[src/rtl/eth_udp_framer_if.sv]
// Payload stream, transmit-BRAM write port and transmitter handshake
// between the UDP framer and its surroundings.
interface eth_udp_framer_if;
    logic [7:0]  in_data;
    logic        in_valid;
    logic        in_ready;
    logic        bram_wr_en;
    logic [9:0]  bram_wr_addr;
    logic [7:0]  bram_wr_data;
    logic        tx_start;
    logic        tx_busy;
    logic [15:0] frame_count;

    modport master (
        input  in_data, in_valid, tx_busy,
        output in_ready, bram_wr_en, bram_wr_addr, bram_wr_data,
        output tx_start, frame_count
    );

    modport slave (
        output in_data, in_valid, tx_busy,
        input  in_ready, bram_wr_en, bram_wr_addr, bram_wr_data,
        input  tx_start, frame_count
    );
endinterface

[src/rtl/eth_udp_framer.sv]
// Builds a fixed 526-byte Ethernet/IPv4/UDP frame into the transmit BRAM,
// then hands it to the 10BASE-T transmitter and waits for it to finish.
module eth_udp_framer #(
    parameter logic [47:0] DST_MAC  = 48'hFFFFFFFFFFFF,
    parameter logic [47:0] SRC_MAC  = 48'h020000000001,
    parameter logic [31:0] SRC_IP   = 32'h0A000002,
    parameter logic [31:0] DST_IP   = 32'h0A000001,
    parameter logic [15:0] SRC_PORT = 16'd1234,
    parameter logic [15:0] DST_PORT = 16'd1234,
    parameter logic [7:0]  TTL      = 8'h40
) (
    input  logic               clk,
    input  logic               rst,
    eth_udp_framer_if.master   bus
);
    typedef enum logic [2:0] {
        CSUM, HDR, PAYLOAD, WAIT_IDLE, START, WAIT_DONE
    } state_t;

    state_t       state, state_n;
    logic [3:0]   cnt;
    logic [19:0]  sum;
    logic [16:0]  fold;
    logic [15:0]  word;
    logic [15:0]  csum;
    logic [15:0]  id;
    logic [15:0]  frame_count;
    logic [9:0]   ptr;
    logic         wr_en;
    logic [9:0]   wr_addr;
    logic [7:0]   wr_data;
    logic         in_ready;
    logic         tx_start;
    logic [335:0] hdr;
    logic [5:0]   bidx;
    logic [7:0]   hdr_byte;

    assign hdr = {
        DST_MAC, SRC_MAC, 16'h0800,
        8'h45, 8'h00, 16'h0200, id, 16'h4000, TTL, 8'h11, csum,
        SRC_IP, DST_IP,
        SRC_PORT, DST_PORT, 16'h01EC, 16'h0000
    };

    assign bidx     = (ptr < 10'd42) ? ptr[5:0] : 6'd0;
    assign hdr_byte = hdr[{(6'd41 - bidx), 3'b000} +: 8];
    assign fold     = {1'b0, sum[15:0]} + {13'd0, sum[19:16]};

    // IPv4 header words in order, checksum slot taken as zero
    always_comb begin
        word = 16'h0000;
        unique case (cnt)
            4'd0:    word = 16'h4500;
            4'd1:    word = 16'h0200;
            4'd2:    word = id;
            4'd3:    word = 16'h4000;
            4'd4:    word = {TTL, 8'h11};
            4'd5:    word = 16'h0000;
            4'd6:    word = SRC_IP[31:16];
            4'd7:    word = SRC_IP[15:0];
            4'd8:    word = DST_IP[31:16];
            4'd9:    word = DST_IP[15:0];
            default: word = 16'h0000;
        endcase
    end

    always_ff @(posedge clk or posedge rst) begin
        if (rst) state <= CSUM;
        else     state <= state_n;
    end

    always_comb begin
        state_n  = state;
        in_ready = 1'b0;
        tx_start = 1'b0;
        unique case (state)
            CSUM:
                if (cnt == 4'd11) state_n = HDR;
            HDR:
                if (wr_addr == 10'd41) state_n = PAYLOAD;
            PAYLOAD: begin
                in_ready = 1'b1;
                if (bus.in_valid && ptr == 10'd525)
                    state_n = WAIT_IDLE;
            end
            WAIT_IDLE:
                if (!bus.tx_busy) state_n = START;
            // held until seen: the transmitter samples on its own strobe
            START:
                if (bus.tx_busy) state_n = WAIT_DONE;
                else             tx_start = 1'b1;
            WAIT_DONE:
                if (!bus.tx_busy) state_n = CSUM;
            default:
                state_n = CSUM;
        endcase
    end

    always_ff @(posedge clk or posedge rst) begin
        if (rst) begin
            cnt         <= 4'd0;
            sum         <= 20'd0;
            csum        <= 16'd0;
            id          <= 16'd0;
            frame_count <= 16'd0;
            ptr         <= 10'd0;
            wr_en       <= 1'b0;
            wr_addr     <= 10'd0;
            wr_data     <= 8'd0;
        end else begin
            wr_en <= 1'b0;
            unique case (state)
                CSUM: begin
                    cnt <= cnt + 4'd1;
                    if (cnt < 4'd10) sum <= sum + {4'd0, word};
                    else             sum <= {3'd0, fold};
                    if (cnt == 4'd11) begin
                        csum    <= ~fold[15:0];
                        wr_en   <= 1'b1;
                        wr_addr <= 10'd0;
                        wr_data <= DST_MAC[47:40];
                        ptr     <= 10'd1;
                    end
                end
                HDR:
                    if (ptr != 10'd42) begin
                        wr_en   <= 1'b1;
                        wr_addr <= ptr;
                        wr_data <= hdr_byte;
                        ptr     <= ptr + 10'd1;
                    end
                PAYLOAD:
                    if (bus.in_valid) begin
                        wr_en   <= 1'b1;
                        wr_addr <= ptr;
                        wr_data <= bus.in_data;
                        ptr     <= ptr + 10'd1;
                    end
                START:
                    if (bus.tx_busy) frame_count <= frame_count + 16'd1;
                WAIT_DONE:
                    if (!bus.tx_busy) begin
                        id  <= id + 16'd1;
                        cnt <= 4'd0;
                        sum <= 20'd0;
                    end
                default: ;
            endcase
        end
    end

    assign bus.in_ready     = in_ready;
    assign bus.bram_wr_en   = wr_en;
    assign bus.bram_wr_addr = wr_addr;
    assign bus.bram_wr_data = wr_data;
    assign bus.tx_start     = tx_start;
    assign bus.frame_count  = frame_count;
endmodule
[src/flat_wrapper.sv]
// flat-port wrapper written by rule: the top's interface ports become plain ports
module eth_udp_framer_flat 
#(
    parameter logic [47:0] DST_MAC  = 48'hFFFFFFFFFFFF,
    parameter logic [47:0] SRC_MAC  = 48'h020000000001,
    parameter logic [31:0] SRC_IP   = 32'h0A000002,
    parameter logic [31:0] DST_IP   = 32'h0A000001,
    parameter logic [15:0] SRC_PORT = 16'd1234,
    parameter logic [15:0] DST_PORT = 16'd1234,
    parameter logic [7:0]  TTL      = 8'h40
)
  (clk, rst, bus_in_data, bus_in_valid, bus_tx_busy, bus_in_ready, bus_bram_wr_en, bus_bram_wr_addr, bus_bram_wr_data, bus_tx_start, bus_frame_count);
  eth_udp_framer_if bus_i ();
  input  logic clk;
  input  logic rst;
  input wire logic [$bits(bus_i.in_data)-1:0] bus_in_data;
  input wire logic [$bits(bus_i.in_valid)-1:0] bus_in_valid;
  input wire logic [$bits(bus_i.tx_busy)-1:0] bus_tx_busy;
  output wire logic [$bits(bus_i.in_ready)-1:0] bus_in_ready;
  output wire logic [$bits(bus_i.bram_wr_en)-1:0] bus_bram_wr_en;
  output wire logic [$bits(bus_i.bram_wr_addr)-1:0] bus_bram_wr_addr;
  output wire logic [$bits(bus_i.bram_wr_data)-1:0] bus_bram_wr_data;
  output wire logic [$bits(bus_i.tx_start)-1:0] bus_tx_start;
  output wire logic [$bits(bus_i.frame_count)-1:0] bus_frame_count;
  assign bus_i.in_data = bus_in_data;
  assign bus_i.in_valid = bus_in_valid;
  assign bus_i.tx_busy = bus_tx_busy;
  assign bus_in_ready = bus_i.in_ready;
  assign bus_bram_wr_en = bus_i.bram_wr_en;
  assign bus_bram_wr_addr = bus_i.bram_wr_addr;
  assign bus_bram_wr_data = bus_i.bram_wr_data;
  assign bus_tx_start = bus_i.tx_start;
  assign bus_frame_count = bus_i.frame_count;
  eth_udp_framer #(.DST_MAC(DST_MAC), .SRC_MAC(SRC_MAC), .SRC_IP(SRC_IP), .DST_IP(DST_IP), .SRC_PORT(SRC_PORT), .DST_PORT(DST_PORT), .TTL(TTL)) u_core (.clk(clk), .rst(rst), .bus(bus_i));
endmodule
[config.mk]
export PLATFORM = sky130hd
export DESIGN_NAME = eth_udp_framer_flat
export DESIGN_NICKNAME = d
export VERILOG_FILES = /design/src/rtl/eth_udp_framer_if.sv /design/src/rtl/eth_udp_framer.sv /design/src/flat_wrapper.sv
export SDC_FILE = /design/constraint.sdc
export NUM_CORES = 1
export LEC_CHECK = 0
export CORE_ASPECT_RATIO = 0.5
export CORE_UTILIZATION = 62
export CTS_BUF_LIST = sky130_fd_sc_hd__clkbuf_2 sky130_fd_sc_hd__clkbuf_4 sky130_fd_sc_hd__clkbuf_8
export CTS_CLUSTER_SIZE = 20
export DETAILED_ROUTE_END_ITERATION = 10
export GPL_ROUTABILITY_DRIVEN = 0
export GPL_TIMING_DRIVEN = 0
export MAX_ROUTING_LAYER = met4
export PLACE_DENSITY = 0.84
export SYNTH_ARGS = -nofsm -noshare
export SYNTH_HDL_FRONTEND = slang
export SYNTH_SLANG_ARGS = --single-unit
[constraint.sdc]
create_clock -name clk -period 5 [get_ports clk]
set_input_delay 1.25 -clock clk [delete_from_list [all_inputs] [get_ports clk]]
set_output_delay 1.25 -clock clk [all_outputs]
set_load 0.01 [all_outputs]
==> results.cfg, run 1 <==
[flow_run]
cap_violations = 0

[clock_network]
cts_sinks = 104
cts_resized = 0
cts_buffers = 9
clock_path_buffers = 2
postCtsHoldBufs = 0
root_buffer = clkbuf_8
cts_setup_buffers = 0
cts_tree = built
htree_levels = 3
insertion_delay_ns = 0.40
clk_pin_slew_worst_paths_ns = 0.12

[floorplan]
die_area_mm2 = 0.01174
num_rows = 26
coreArea_mm2 = 0.01057
pin_count = 49
die_w_um = 152.2
floorplan.die.height_um = 77.11
initial_core_util = 0.6615

[yosys]
ys_seq_area_frac = 0.3721
yosysWarningCount = 0
synth_fp_nets = 845
yosysTopAreaCell = dfrtp_1
synth_cells = 795
synth.distinct_cells = 75
synthTopCellsByArea = dfrtp_1, ha_1, nand2_1
syn_area_mm2 = 0.006994
syn-mean-instance-area_um2 = 8.798
async_flop_share = 1.000
synth_edf_count = 0
synth_flop_cell = dfrtp_1
synth-seq-cells = 104
synth_top_cell_area_share = 0.3721

[cells_and_area]
fin_cells = 1000
utilization = 0.7456
design_area_mm2 = 0.007883
syn_to_final_growth_pct = 12.70
antenna_cells = 0
drive_above_1_share = 0.07442
final_common_cell = dfrtp_1
layout_common_cells = dfrtp_1, nand2_1, nor2_1, o21ai_0, clkdlybuf4s50_1
nets = 905
fillCellCount = 800

[sta]
layout_setup_ws_ns = 1.086
max_slew_margin = 0.3750
setup_viol = 0
min_period_ns = 3.914
fmax_mhz = 255.5
final-max-slew-violation-count = 0
rsz0062_at_grt = no
fin_skew_ns = 0.02255
tightest_slew_ns = 0.9245
timing.final.crit_share = 0.7828
hold_viol = 0

[critical_path]
end_kind = output port
crit_type = in -> out
r2r_start = u_core.ptr[6]
cp.required_ns = 3.75
r2r_setup_slack_ns = 1.16
arrival_ns = 2.66
startpoint = bus_tx_busy
startpoint_type = primary input
critical_path.max_fanout = 3

[global_route]
grt.total_usage = 0.3366
grt_pass1_vias = 5976
use_met2 = 0.5083
grt_pass1_wl_mm = 30.25
grt_max_degree = 66
met3_usage = 0.06388
antenna_found_initial = 0
grt_busiest_layer = met2
met1_usage = 0.4517
grt-ovfl-total = 0

[detailed_routing]
first_pass_iters = 8
vias = 6341
drt-total-wl_mm = 18.25
wl_per_cell_um = 18.25
ant_nets = 0
drtIter0Drc = 642
drc = 11
via_per_inst = 6.341

[pwr]
powerDensity_mw_per_mm2 = 178.6
ir_drop_mv = 0.1274
p_leak_nw = 3.514

[placed_design]
place_inst = 984
hpwl_mm = 13.74
port_buffers = 48
placed_cell_area_mm2 = 0.007680
pre_cts_slack_ns = 1.105

[run_status]
status = complete, but fails checks
violations = design-rule violations

[min_path]
hp-class = reg -> reg
worstHoldStart = u_core.bus.frame_count[15]
## power by group
group / total, mW / switching, mW / internal, mW
Sequential: 0.841 / 0 / 0.841
Clock: 0.538 / 0.342 / 0.197
Combinational: 0.0288 / 0.0187 / 0.0101
## worst paths after layout
| path | end | depth (start not counted) |
|---|---|---|
| worst max-delay path | bus_tx_start | 4 |
| worst min-delay path | u_core.bus.frame_count[15] | 1 |
| worst max register to register | u_core.bus.bram_wr_data[6] | 10 |
| worst min register to register | u_core.bus.frame_count[15] | 1 |
| max in group asynchronous | u_core.cnt[3] | 3 |
| min in group asynchronous | u_core.bus.bram_wr_data[6] | 2 |
## per-layer routing
metal,part of all wire,vias up
met5,0,-
met2,0.44,283
met4,0.023,0
met1,0.45,3033
li1,-,2990
met3,0.084,35
## registers in the layout, summed over array words and instances (netlist names)
name                     cells
u_core.bus.bram_wr_addr     10
u_core.bus.bram_wr_data      8
u_core.bus.bram_wr_en        1
u_core.bus.frame_count      16
u_core.cnt                   4
u_core.csum                 16
u_core.id                   16
u_core.ptr                  10
u_core.state                 3
u_core.sum                  20
## worst max-delay path: stages
cell and delay (ns):
clkdlybuf4s50_1 0.44, nand2b_1 0.18, nor3_1 0.21, clkdlybuf4s50_1 0.58
## stage by stage
stage                     TNS (ns)  power, mW  hold WS, ns
after floorplan                  0     0.8696       0.4446
after global placement      -57.07     0.8835       0.4616
after detailed placement         0     0.8870       0.4702
after CTS                        0      1.411       0.4860
after global routing             0      1.452       0.5275
final                            0      1.408       0.4825
## cells by family after synthesis
family | count (synthesis) | synth area share
adders and majority gates | 38 | 0.07013
xor gates and xnor gates | 67 | 0.08766
muxes | 22 | 0.03381
and+or+nand+nor | 311 | 0.2172
DFF | 104 | 0.3721
AOI/OAI and AO/OA | 203 | 0.1907
buffers and inverters | 50 | 0.02844
## cells in the mapped netlist, drive strengths merged, types with 3 or more instances
| library cell | number |
|---|---|
| dfrtp | 104 |
| nand2 | 95 |
| nor2 | 73 |
| o21ai | 60 |
| a21oi | 44 |
| xnor2 | 41 |
| ha | 36 |
| nand3 | 34 |
| xor2 | 26 |
| nor3 | 23 |
| nand4 | 19 |
| inv | 18 |
| clkbuf | 17 |
| buf | 15 |
| and2 | 13 |
| mux2 | 13 |
| nor2b | 11 |
| o21a | 10 |
| a21o | 9 |
| mux2i | 9 |
| nand2b | 9 |
| o211ai | 9 |
| o22ai | 9 |
| a31oi | 8 |
| or3 | 8 |
| a211oi | 7 |
| o31ai | 7 |
| and3 | 5 |
| a221o | 4 |
| a32o | 4 |
| nor4 | 4 |
| o221ai | 4 |
| or2 | 4 |
| and4 | 3 |
| nor4b | 3 |
| o21bai | 3 |
## cell type report
cell class                      count  area [µm²]  area share
Multi-Input combinational cell    641        4198      0.5325
Sequential cell                   104        2603      0.3302
Timing Repair Buffer               49       508.0     0.06444
Tap cell                          140       175.2     0.02222
Buffer                             32       131.4     0.01667
Clock buffer                        9       123.9     0.01571
Clock inverter                      7       73.82    0.009365
Inverter                           18       70.07    0.008889
No activity file was read; power rests on OpenSTA's default activity.
==> inputs of run 2 (changes only) <==
clock period = 3.9 ns   (was 5 ns; I/O delays follow)
==> run 2 against run 1 <==
The flow still finishes with violations (design-rule violations). Clock skew is 0.0024 ns higher. Sequential share of layout area is 0.13 points lower. Register-to-register slack worse by 0.94 ns. Critical path depth is 9 higher. Non-clock buffer count is 2 higher. Combinational power is 28% higher. Clock power is 29% higher. Die area stayed put. Critical endpoint is now u_core.sum[16].
==> results.cfg, run 2 (synthesis results as in run 1) <==
[placed_design]
port_buffers = 48
hpwl_mm = 13.74
pre_cts_slack_ns = 0.1815

[critical_path]
crit_end = u_core.sum[16]
cp_top_family = compound AO/OA/AOI/OAI gates
startpoint = u_core.cnt[2]
path_cells = clkbuf_1 -> buf_1 -> nand2_1 -> o22ai_1 -> ha_1 -> fa_1 -> a211oi_1 -> o21bai_1 -> o221ai_1 -> a221oi_1 -> o21ai_1 -> a31o_2 -> a32o_1
r2r_setup_slack_ns = 0.22
crit_slowest_cell = a221oi_1
r2r_start = u_core.cnt[2]
arrival_ns = 3.98
path_buf_inv = 2
startpoint_type = flop
critical_path.max_fanout = 10
crit_type = reg -> reg
slowest_delay_ns = 0.43
path_depth = 13
r2r-end = u_core.sum[16]
end_kind = flop
cp.required_ns = 4.20
r2r_cells = 13

[clock_network]
clk_pin_slew_worst_paths_ns = 0.12
root_buffer = clkbuf_8
cts_buffers = 9
cts_tree = built
htree_levels = 3
cts_sinks = 104
insertion_delay_ns = 0.41
clock_path_buffers = 2

[cells_and_area]
syn_to_final_growth_pct = 13.15
fillCellCount = 790
multi_input_area_mm2 = 0.004214
largest_reg_flops = 20
drive_above_1_share = 0.07773
layout_common_cells = dfrtp_1, nand2_1, nor2_1, o21ai_0, clkdlybuf4s50_1
final_common_cell = dfrtp_1
seq_area_mm2 = 0.002603
regMostFlops = u_core.sum
nets = 907
antenna_cells = 0

[sta]
holdWs_ns = 0.4804
min_period_ns = 3.685
final-max-slew-violation-count = 0
max_slew_margin = 0.3639
tightest_slew_ns = 0.9409
fin_skew_ns = 0.02492
finalSetupTns_ns = 0
timing.final.crit_share = 0.9449
fmax_mhz = 271.4
layout_setup_ws_ns = 0.2150
setup_viol = 0
hold_viol = 0

[detailed_routing]
drc = 11
wl_per_cell_um = 18.45
drt-total-wl_mm = 18.49
first_pass_iters = 10
via_per_inst = 6.471
drtIter0Drc = 717
ant_nets = 0
vias = 6484

[floorplan]
pin_count = 49
die_w_um = 152.2
coreArea_mm2 = 0.01057
floorplan.die.height_um = 77.11
num_rows = 26
initial_core_util = 0.6615
die_area_mm2 = 0.01174

[pwr]
combPwrFrac = 0.020
power_frac_seq = 0.596
p_clk_frac = 0.384
power.total_mw = 1.809
power.switching_uw = 466.0
p_leak_nw = 3.525
ir_drop_mv = 0.1657
powerDensity_mw_per_mm2 = 228.6
p_int_mw = 1.343
p_sw_frac = 0.2576

[global_route]
grt-ovfl-total = 0
grt_pass1_wl_mm = 30.25
grt.total_usage = 0.3369
antenna_found_initial = 0
grt_max_degree = 66
grt_pass1_vias = 5967

[min_path]
hp-class = reg -> reg

[run_status]
violations = design-rule violations
status = complete, but fails checks

[flow_run]
cap_violations = 0
run 2: area by class of cell:
cell class	count	area share
tap	140	0.02213
clock inverter	7	0.009328
timing repair buffer	51	0.06609
buffer	32	0.01660
sequential	104	0.3289
multi-input combinational	641	0.5325
clock buffer	9	0.01565
inverter	18	0.008854
run 2: per-stage QoR:
| step | std cells | instance area, µm² | utilization |
|---|---|---|---|
| after CTS | 1000 | 7878 | 0.7451 |
| after detailed placement | 984 | 7680 | 0.7264 |
| after floorplan | 795 | 6994 | - |
| final | 1002 | 7914 | 0.7485 |
| after global routing | 1002 | 7914 | 0.7485 |
| after global placement | 983 | 7650 | 0.7236 |
run 2: how the worst min path moves through the flow:
stage,from,endpoint,slack [ns],cells after the start
CTS,u_core.bus.frame_count[15],u_core.bus.frame_count[15],0.49,1
global route,u_core.csum[5],u_core.csum[5],0.53,2
floorplan,u_core.csum[4],u_core.csum[4],0.44,2
finish,u_core.bus.frame_count[15],u_core.bus.frame_count[15],0.48,1
global placement,u_core.csum[5],u_core.csum[5],0.46,2
detailed placement,u_core.bus.frame_count[15],u_core.bus.frame_count[15],0.47,1
run 2: timing repair:
| item | in CTS | in global routing |
|---|---|---|
| setup endpoints to repair | 0 | 12 |
| hold buffers | 0 | 0 |
| buffers inserted | 0 | 2 |
| resized for setup | 0 | 3 |
run 2: per-layer routing:
layer	global-route usage	vias to the layer above	wire length (µm)
met4	0.1245	0	439
met5	-	-	0
met1	0.4528	3098	8289
li1	-	2998	-
met3	0.06275	40	1616
met2	0.5101	348	8141
run 2: power groups by stage:
stage | Combinational (mW) | Sequential [mW] | Clock (mW)
floorplan | 0.0159 | 1.10 | 0
detailed placement | 0.0384 | 1.10 | 0
finish | 0.0368 | 1.08 | 0.694
global placement | 0.0337 | 1.10 | 0
global route | 0.0420 | 1.08 | 0.741
CTS | 0.0385 | 1.08 | 0.693
